### src/rtl/piso_serializer_nbit_pkg.sv
// Shared definitions for the PISO serializer: FSM state encoding and counter sizing.
// Used by the top level, the bit counter and the handshake interface users.
package piso_serializer_nbit_pkg;

  typedef enum logic [1:0] {
    IDLE   = 2'd0,
    SHIFT  = 2'd1,
    PARITY = 2'd2
  } state_t;

  // Counter must hold 0..n-1; a 1-bit word still needs one counter bit.
  function automatic int cnt_width(input int n);
    return (n <= 1) ? 1 : $clog2(n);
  endfunction

endpackage

### src/rtl/piso_serializer_nbit_if.sv
// Load handshake and serial output bundle of the PISO serializer.
// master = upstream/observer side, slave = serializer side.
interface piso_serializer_nbit_if #(
  parameter int N = 4
);
  logic [N-1:0] I;
  logic         load_valid;
  logic         load_ready;
  logic         sout;
  logic         sout_valid;
  logic         busy;
  logic         done;

  modport master (
    output I, load_valid,
    input  load_ready, sout, sout_valid, busy, done
  );

  modport slave (
    input  I, load_valid,
    output load_ready, sout, sout_valid, busy, done
  );
endinterface

### src/rtl/piso_serializer_nbit_bit_counter_mod.sv
// Modulo-MOD up-counter with sync clear and enable; tc flags the terminal value MOD-1.
// The count is internal: the serializer only needs the final-bit indication.
module bit_counter_mod
  import piso_serializer_nbit_pkg::*;
#(
  parameter int MOD = 4,
  parameter int W   = cnt_width(MOD)
) (
  input  logic clk,
  input  logic reset,
  input  logic clr,
  input  logic en,
  output logic tc
);

  localparam logic [W-1:0] LAST = W'(MOD - 1);

  logic [W-1:0] count;

  assign tc = (count == LAST);

  // Clear wins over enable so a word accepted on the final bit restarts at 0.
  always_ff @(posedge clk) begin
    if (reset) begin
      count <= '0;
    end else if (clr) begin
      count <= '0;
    end else if (en) begin
      count <= tc ? '0 : count + 1'b1;
    end
  end

endmodule

### src/rtl/piso_serializer_nbit.sv
// N-bit parallel-in/serial-out serializer with valid/ready load and back-to-back frames.
// Optional trailing even-parity bit when PISO_SERIALIZER_PARITY_BIT_EN is defined.
module piso_serializer_nbit
  import piso_serializer_nbit_pkg::*;
#(
  parameter int N         = 4,
  parameter bit MSB_FIRST = 1'b1
) (
  input logic                  clk,
  input logic                  reset,
  piso_serializer_nbit_if.slave bus
);

  state_t       state;
  state_t       state_next;
  logic [N-1:0] shift_reg;
  logic         accept;
  logic         last_bit;
  logic         cnt_en;
`ifdef PISO_SERIALIZER_PARITY_BIT_EN
  logic         parity_bit;
`endif

  assign accept = bus.load_valid && bus.load_ready;
  assign cnt_en = (state == SHIFT);

  bit_counter_mod #(
    .MOD(N)
  ) u_bit_counter (
    .clk   (clk),
    .reset (reset),
    .clr   (accept),
    .en    (cnt_en),
    .tc    (last_bit)
  );

  always_ff @(posedge clk) begin
    if (reset) begin
      state <= IDLE;
    end else begin
      state <= state_next;
    end
  end

  // Shift toward the output end; vacated bits fill with zero.
  always_ff @(posedge clk) begin
    if (reset) begin
      shift_reg <= '0;
    end else if (accept) begin
      shift_reg <= bus.I;
    end else if (state == SHIFT) begin
      shift_reg <= MSB_FIRST ? (shift_reg << 1) : (shift_reg >> 1);
    end
  end

`ifdef PISO_SERIALIZER_PARITY_BIT_EN
  always_ff @(posedge clk) begin
    if (reset) begin
      parity_bit <= 1'b0;
    end else if (accept) begin
      parity_bit <= ^bus.I;
    end
  end
`endif

  // In the final cycle load_ready is 1, so load_valid alone decides a restart.
  always_comb begin
    state_next     = state;
    bus.load_ready = 1'b0;
    bus.sout       = 1'b0;
    bus.sout_valid = 1'b0;
    bus.done       = 1'b0;
    bus.busy       = 1'b0;
    case (state)
      IDLE: begin
        bus.load_ready = 1'b1;
        if (bus.load_valid) state_next = SHIFT;
      end
      SHIFT: begin
        bus.sout_valid = 1'b1;
        bus.busy       = 1'b1;
        bus.sout       = MSB_FIRST ? shift_reg[N-1] : shift_reg[0];
        if (last_bit) begin
`ifdef PISO_SERIALIZER_PARITY_BIT_EN
          state_next = PARITY;
`else
          bus.load_ready = 1'b1;
          bus.done       = 1'b1;
          state_next     = bus.load_valid ? SHIFT : IDLE;
`endif
        end
      end
`ifdef PISO_SERIALIZER_PARITY_BIT_EN
      PARITY: begin
        bus.sout_valid = 1'b1;
        bus.busy       = 1'b1;
        bus.sout       = parity_bit;
        bus.load_ready = 1'b1;
        bus.done       = 1'b1;
        state_next     = bus.load_valid ? SHIFT : IDLE;
      end
`endif
      default: state_next = IDLE;
    endcase
  end

endmodule

### src/flat_wrapper.sv
// flat-port wrapper written by rule: the top's interface ports become plain ports
module piso_serializer_nbit_flat import piso_serializer_nbit_pkg::*;
#(
  parameter int N         = 4,
  parameter bit MSB_FIRST = 1'b1
)
  (clk, reset, bus_I, bus_load_valid, bus_load_ready, bus_sout, bus_sout_valid, bus_busy, bus_done);
  piso_serializer_nbit_if #(.N(N)) bus_i ();
  input logic clk;
  input logic reset;
  input wire logic [$bits(bus_i.I)-1:0] bus_I;
  input wire logic [$bits(bus_i.load_valid)-1:0] bus_load_valid;
  output wire logic [$bits(bus_i.load_ready)-1:0] bus_load_ready;
  output wire logic [$bits(bus_i.sout)-1:0] bus_sout;
  output wire logic [$bits(bus_i.sout_valid)-1:0] bus_sout_valid;
  output wire logic [$bits(bus_i.busy)-1:0] bus_busy;
  output wire logic [$bits(bus_i.done)-1:0] bus_done;
  assign bus_i.I = bus_I;
  assign bus_i.load_valid = bus_load_valid;
  assign bus_load_ready = bus_i.load_ready;
  assign bus_sout = bus_i.sout;
  assign bus_sout_valid = bus_i.sout_valid;
  assign bus_busy = bus_i.busy;
  assign bus_done = bus_i.done;
  piso_serializer_nbit #(.N(N), .MSB_FIRST(MSB_FIRST)) u_core (.clk(clk), .reset(reset), .bus(bus_i));
endmodule
### config.mk
export PLATFORM = sky130hd
export DESIGN_NAME = piso_serializer_nbit_flat
export DESIGN_NICKNAME = d
export VERILOG_FILES = /design/src/rtl/piso_serializer_nbit_pkg.sv /design/src/rtl/piso_serializer_nbit_if.sv /design/src/rtl/piso_serializer_nbit_bit_counter_mod.sv /design/src/rtl/piso_serializer_nbit.sv /design/src/flat_wrapper.sv
export SDC_FILE = /design/constraint.sdc
export NUM_CORES = 1
export LEC_CHECK = 0
export CAP_MARGIN = 20
export CORE_AREA = 2 2 39 41
export CTS_CLUSTER_SIZE = 40
export DETAILED_ROUTE_END_ITERATION = 10
export DIE_AREA = 0 0 41 43
export GPL_ROUTABILITY_DRIVEN = 0
export REMOVE_ABC_BUFFERS = 1
export SYNTH_ARGS = -nofsm -noshare
export SYNTH_HDL_FRONTEND = slang
export SYNTH_SLANG_ARGS = --single-unit
### constraint.sdc
create_clock -name clk -period 2 [get_ports clk]
set_input_delay 0.5 -clock clk [delete_from_list [all_inputs] [get_ports clk]]
set_output_delay 0.5 -clock clk [all_outputs]
set_load 0.01 [all_outputs]
## Yosys cells after proc, flatten, opt, wreduce, memory -nomap -nowiden

Cells that the tools add are included.

| word-level totals | value |
|---|---|
| logic and storage cells | 25 |
| flip-flop bits (word level) | 8 |
| output and inout port bits | 5 |
| input bits | 7 |

| cells by class | value |
|---|---|
| reduce and logical (&&, ||, !) cells | 5 |
| multiplexer cells | 12 |
| equality and inequality tests | 4 |
| $add $sub $neg | 1 |

Operator list:

| operator | count |
|---|---|
| 4-bit two-way mux | 2 |
| 2-bit two-way mux | 3 |
| 1-bit two-way mux | 5 |
| 2-bit inequality test, second input constant | 2 |
| 2-bit case mux with 2 select lines | 1 |
| 2-bit by 1-bit adder with 2-bit output, second input constant | 1 |
| 2-bit by 1-bit == test with 1-bit output, second input constant | 1 |
| 2-bit == test, second input constant | 1 |
| 2-bit logical NOT | 1 |
| 1-bit case mux with 2 select lines | 1 |
| 2-bit AND reduction | 1 |
| 2-bit nonzero test | 1 |
| 2-bit OR reduction | 1 |
| 1-bit logical AND | 1 |

## Longest topological paths before layout

| logic depth | value |
|---|---|
| word-level depth | 5 |
| depth in mapped cells | 4 |
| gate-level depth less buffers | 4 |

## Cells and area by module

A second synthesis with hierarchy kept.

| second synthesis, totals | value |
|---|---|
| cell total of the unflattened synthesis | 42 |
| area total of the unflattened synthesis | 376.6 sq um |

By module, submodules not included:

| module | cells an instance | instances | area an instance (sq um) |
|---|---|---|---|
| piso_serializer_nbit | 34 | 1 | 281.5 |
| bit_counter_mod | 8 | 1 | 95.1 |

## Least setup slack after synthesis

OpenSTA, ideal clock, no wires.

| timing path | value |
|---|---|
| path kind | flip-flop to output port |
| start point | reg u_core.state[0] |
| end point | out bus_sout |
| data required time | 1500 ps |
| setup slack | 715 ps |
| cell stages (with the launch flop) | 3 |
| path buffers | 1 |
| arrival | 785 ps |
| path through | dfxtp_1 > buf_2 > and2_1 |

| on the way | value |
|---|---|
| cells in the longest elaborated chain, start to end | 2 |

Ends and longest elaborated chain:

| item | RTL line | RTL |
|---|---|---|
| from (decl) | piso_serializer_nbit.sv:14 | `state_t state;` |
| from (signal assigned) | piso_serializer_nbit.sv:41 | `state <= state_next;` |
| 2-bit by 1-bit == test with 1-bit output | piso_serializer_nbit.sv:74 | `case (state)` |
| 1-bit two-way mux | piso_serializer_nbit.sv:74 |  |
| to (decl) | flat_wrapper.sv:14 | `output wire logic [$bits(bus_i.sout)-1:0] bus_sout;` |

No other way between the ends.

## Final worst setup path

Same ends and word-level chain as after synthesis.

==> summary.md <==
| Metric | Value |
|---|---|
| Reg2reg end | u_core.shift_reg[3] |
| Cts bufs inserted | 3 |
| Reg-to-Reg Start | u_core.u_bit_counter.count[0] |
| Initial antenna violation count | 0 |
| Worst Min Path Start | u_core.shift_reg[0] |
| Site Rows | 14 |
| Placed cell count | 71 |
| Wire per inst | roughly 10 um |
| Post-Synth Adder-Cell Area | 3.32% |
| Worst endpoint required time | about 1500 ps |
| Largest family of logic cells by synthesized area | simple AND/OR/NAND/NOR gates |
| Worst min-delay path class | register to register |
| Final setup viols | 0 |
| Final WS setup | around 120 ps |
| Final ANT Viol Nets | 0 |
| Post-Place Setup Slack | roughly 120 ps |
| CTS sink count | 7 |
| Starting density of the core | 27.2% |
| Synthesized area per cell | roughly 8.6 um2 |
| Post-Syn Area | 377 um2 |
| Clock root cell | clkbuf_4 |
| Hold Path Sink | u_core.shift_reg[1] |
| Peak Freq | 531 MHz |
| P&R area growth vs syn | 43.2% |
| Most frequent cells in the layout | 11 x nor2_1, 9 x clkdlybuf4s50_1, 7 x dfxtp_1 |
| Largest register FFs | 4 |
| Clock period minus worst slack | approximately 1900 ps |
| Global-route wire length before repair | 1190 um |
| Latest clock arrival within the worst-skew pair | between 200 and 300 ps |
| Post-CTS setup buffers | 0 |
| Mapped Cells | 44 |
| WHS Path Cells | 2 |
| Core Util, Final | 39.0% |
| Synth area leaders | dfxtp_1 37%, nor2_1 11%, and2b_2 7.0% |
| Gr usage total | approximately 10% |
| Port bufs | 11 |
| CTS resizes | 0 |
| Hold-fix buffers, CTS | 0 |
| Cells on worst reg2reg path | 5 |
| Slew margin rel. | around 76% |
| Sequential-to-total area share from yosys stat | a little under two fifths |
| Setup CP Type | register to primary output |
| Setup Total Neg Slack | 0 ps |
| Post-Synth Simple-Gate Area | between 30 and 40% |
| DP Area | approximately 510 um2 |
| Pre-antenna DRT Iters | 4 |
| Die H | about 43 um |
| Setup crit start kind | register |
| Hold Vio Cnt, Final | 0 |
| Critical Path AT | 1380 ps |
| Share of post-route cells with drive strength above 1 | between 10% and 20% |
| VDD IR-drop max | 0.000214 V |
| Fin Hold WS | between 400 and 500 ps |
| Fin area | 539 um2 |
| Yosys warning total | 0 |
| Crit end category | primary output |
| Worst-path clk slew | approximately 50 ps |
| Final non-filler cell total | 75 |
| Worst reg-to-reg setup slack | ~800 ps |
| GRT Residual Overflow | 0 |
| Tcrit/Tclk final | 94.1% |
| Leakage | 0.244 nW |
| Outcome | finished, final reports clean |
| Number of global-route vias before repair | ~300 |
| Ant diodes | 0 |
| Critical Path Fanout Max | 8 |
| Total power draw | approximately 0.35 mW |
| Top cell type's share of synthesized area | between 30 and 40% |
| Actual slew at the worst max-slew pin | ~360 ps |
| Xor/xnor share of the synthesized area | 0% |
| Synth Area in Compound Gates | 17.3% |
| H-tree depth | 1 |
| # nets final | between 60 and 70 |
| Routed WL | between 700 and 800 um |
| CTS Buffer Depth | 2 |
| Core Area | roughly 1400 um2 |
| Die X | 41 um |
| Pwr dens | 646 nW/um2 |
| Post-synth top area cell | dfxtp_1 |
| Drt drc | 0 |
| Distinct cells, synth | 20 |
| Most common cell after layout, fill and taps aside | nor2_1 |
| Die area | 1760 um2 |
| Clock Skew | ~0.19 ps |
| Seq cells post-synth | 7 |
| Vias | between 300 and 400 |
| IO Count | 12 |
| Max-cap violations | 0 |
| Max-slew violation total from the final report | 0 |
| TritonCTS clock tree | yes |
| Post-synthesis mux area share | under 10% |
| Routed vias/inst | about 4.7 |
| Iter 0 DRT Violations | 2 |
| RSZ-0062 raised after global routing | no |
| Largest net degree at the start of global routing | 11 |
==> cell families after synthesis <==
kind of cell | after synthesis
and+or+nand+nor | 23
DFF | 7
adders and majority gates | 1
buffers and inverters | 4
muxes | 1
AOI/OAI and AO/OA | 8
==> routing by layer <==
metal	share of wire, %	GRT usage [%]
met1	47	12.6
met2	42	13.4
met3	10	4.71
met4	1.5	6.00
met5	0	0
==> worst max path at each step <==
stage                                  start                  end  slack, ps  depth (start not counted)
2_1_floorplan                u_core.state[0]             bus_done        680                          1
3_3_place_gp                  bus_load_valid  u_core.shift_reg[2]        160                          4
3_5_place_dp                  bus_load_valid  u_core.shift_reg[2]        120                          4
4_1_cts        u_core.u_bit_counter.count[0]       bus_load_ready         40                          3
5_1_grt                      u_core.state[0]             bus_sout         50                          2
6_report                     u_core.state[0]             bus_sout        120                          2
==> Yosys cell counts <==
cell type	number
nor2_1	11
dfxtp_1	7
a211oi_1	3
and2b_2	3
nor4_1	3
a21oi_1	2
and2_1	2
a21bo_4	1
a32oi_1	1
buf_2	1
buf_4	1
buf_6	1
ha_1	1
inv_1	1
mux2i_1	1
nand2_1	1
nand2b_1	1
nand3_1	1
nor3b_1	1
o21a_1	1
==> worst max-delay path, stage by stage (launching register included) <==
cell,delay (ps)
dfxtp_1,450
and2_1,160
clkdlybuf4s50_1,520
==> where the power goes <==
| part | switching [mW] | total (mW) | leakage, nW | internal (mW) |
|---|---|---|---|---|
| clock network | 0.0519 | 0.128 | 0.0150 | 0.0761 |
| logic | 0.0259 | 0.0647 | 0.171 | 0.0388 |
| registers | 0.00650 | 0.156 | 0.0578 | 0.149 |
| total | 0.0843 | 0.349 | 0.244 | 0.264 |
==> final cells by class <==
type / instances / area (um2)
inverters: 1 / 3.75
multi-input cells: 33 / 211
repair buffers: 14 / 138
fillers: 152 / 845
well taps: 16 / 20.0
clock buffers: 4 / 26.3
flip-flops and latches: 7 / 140
Note: power is estimated with default switching activity, not from simulation.
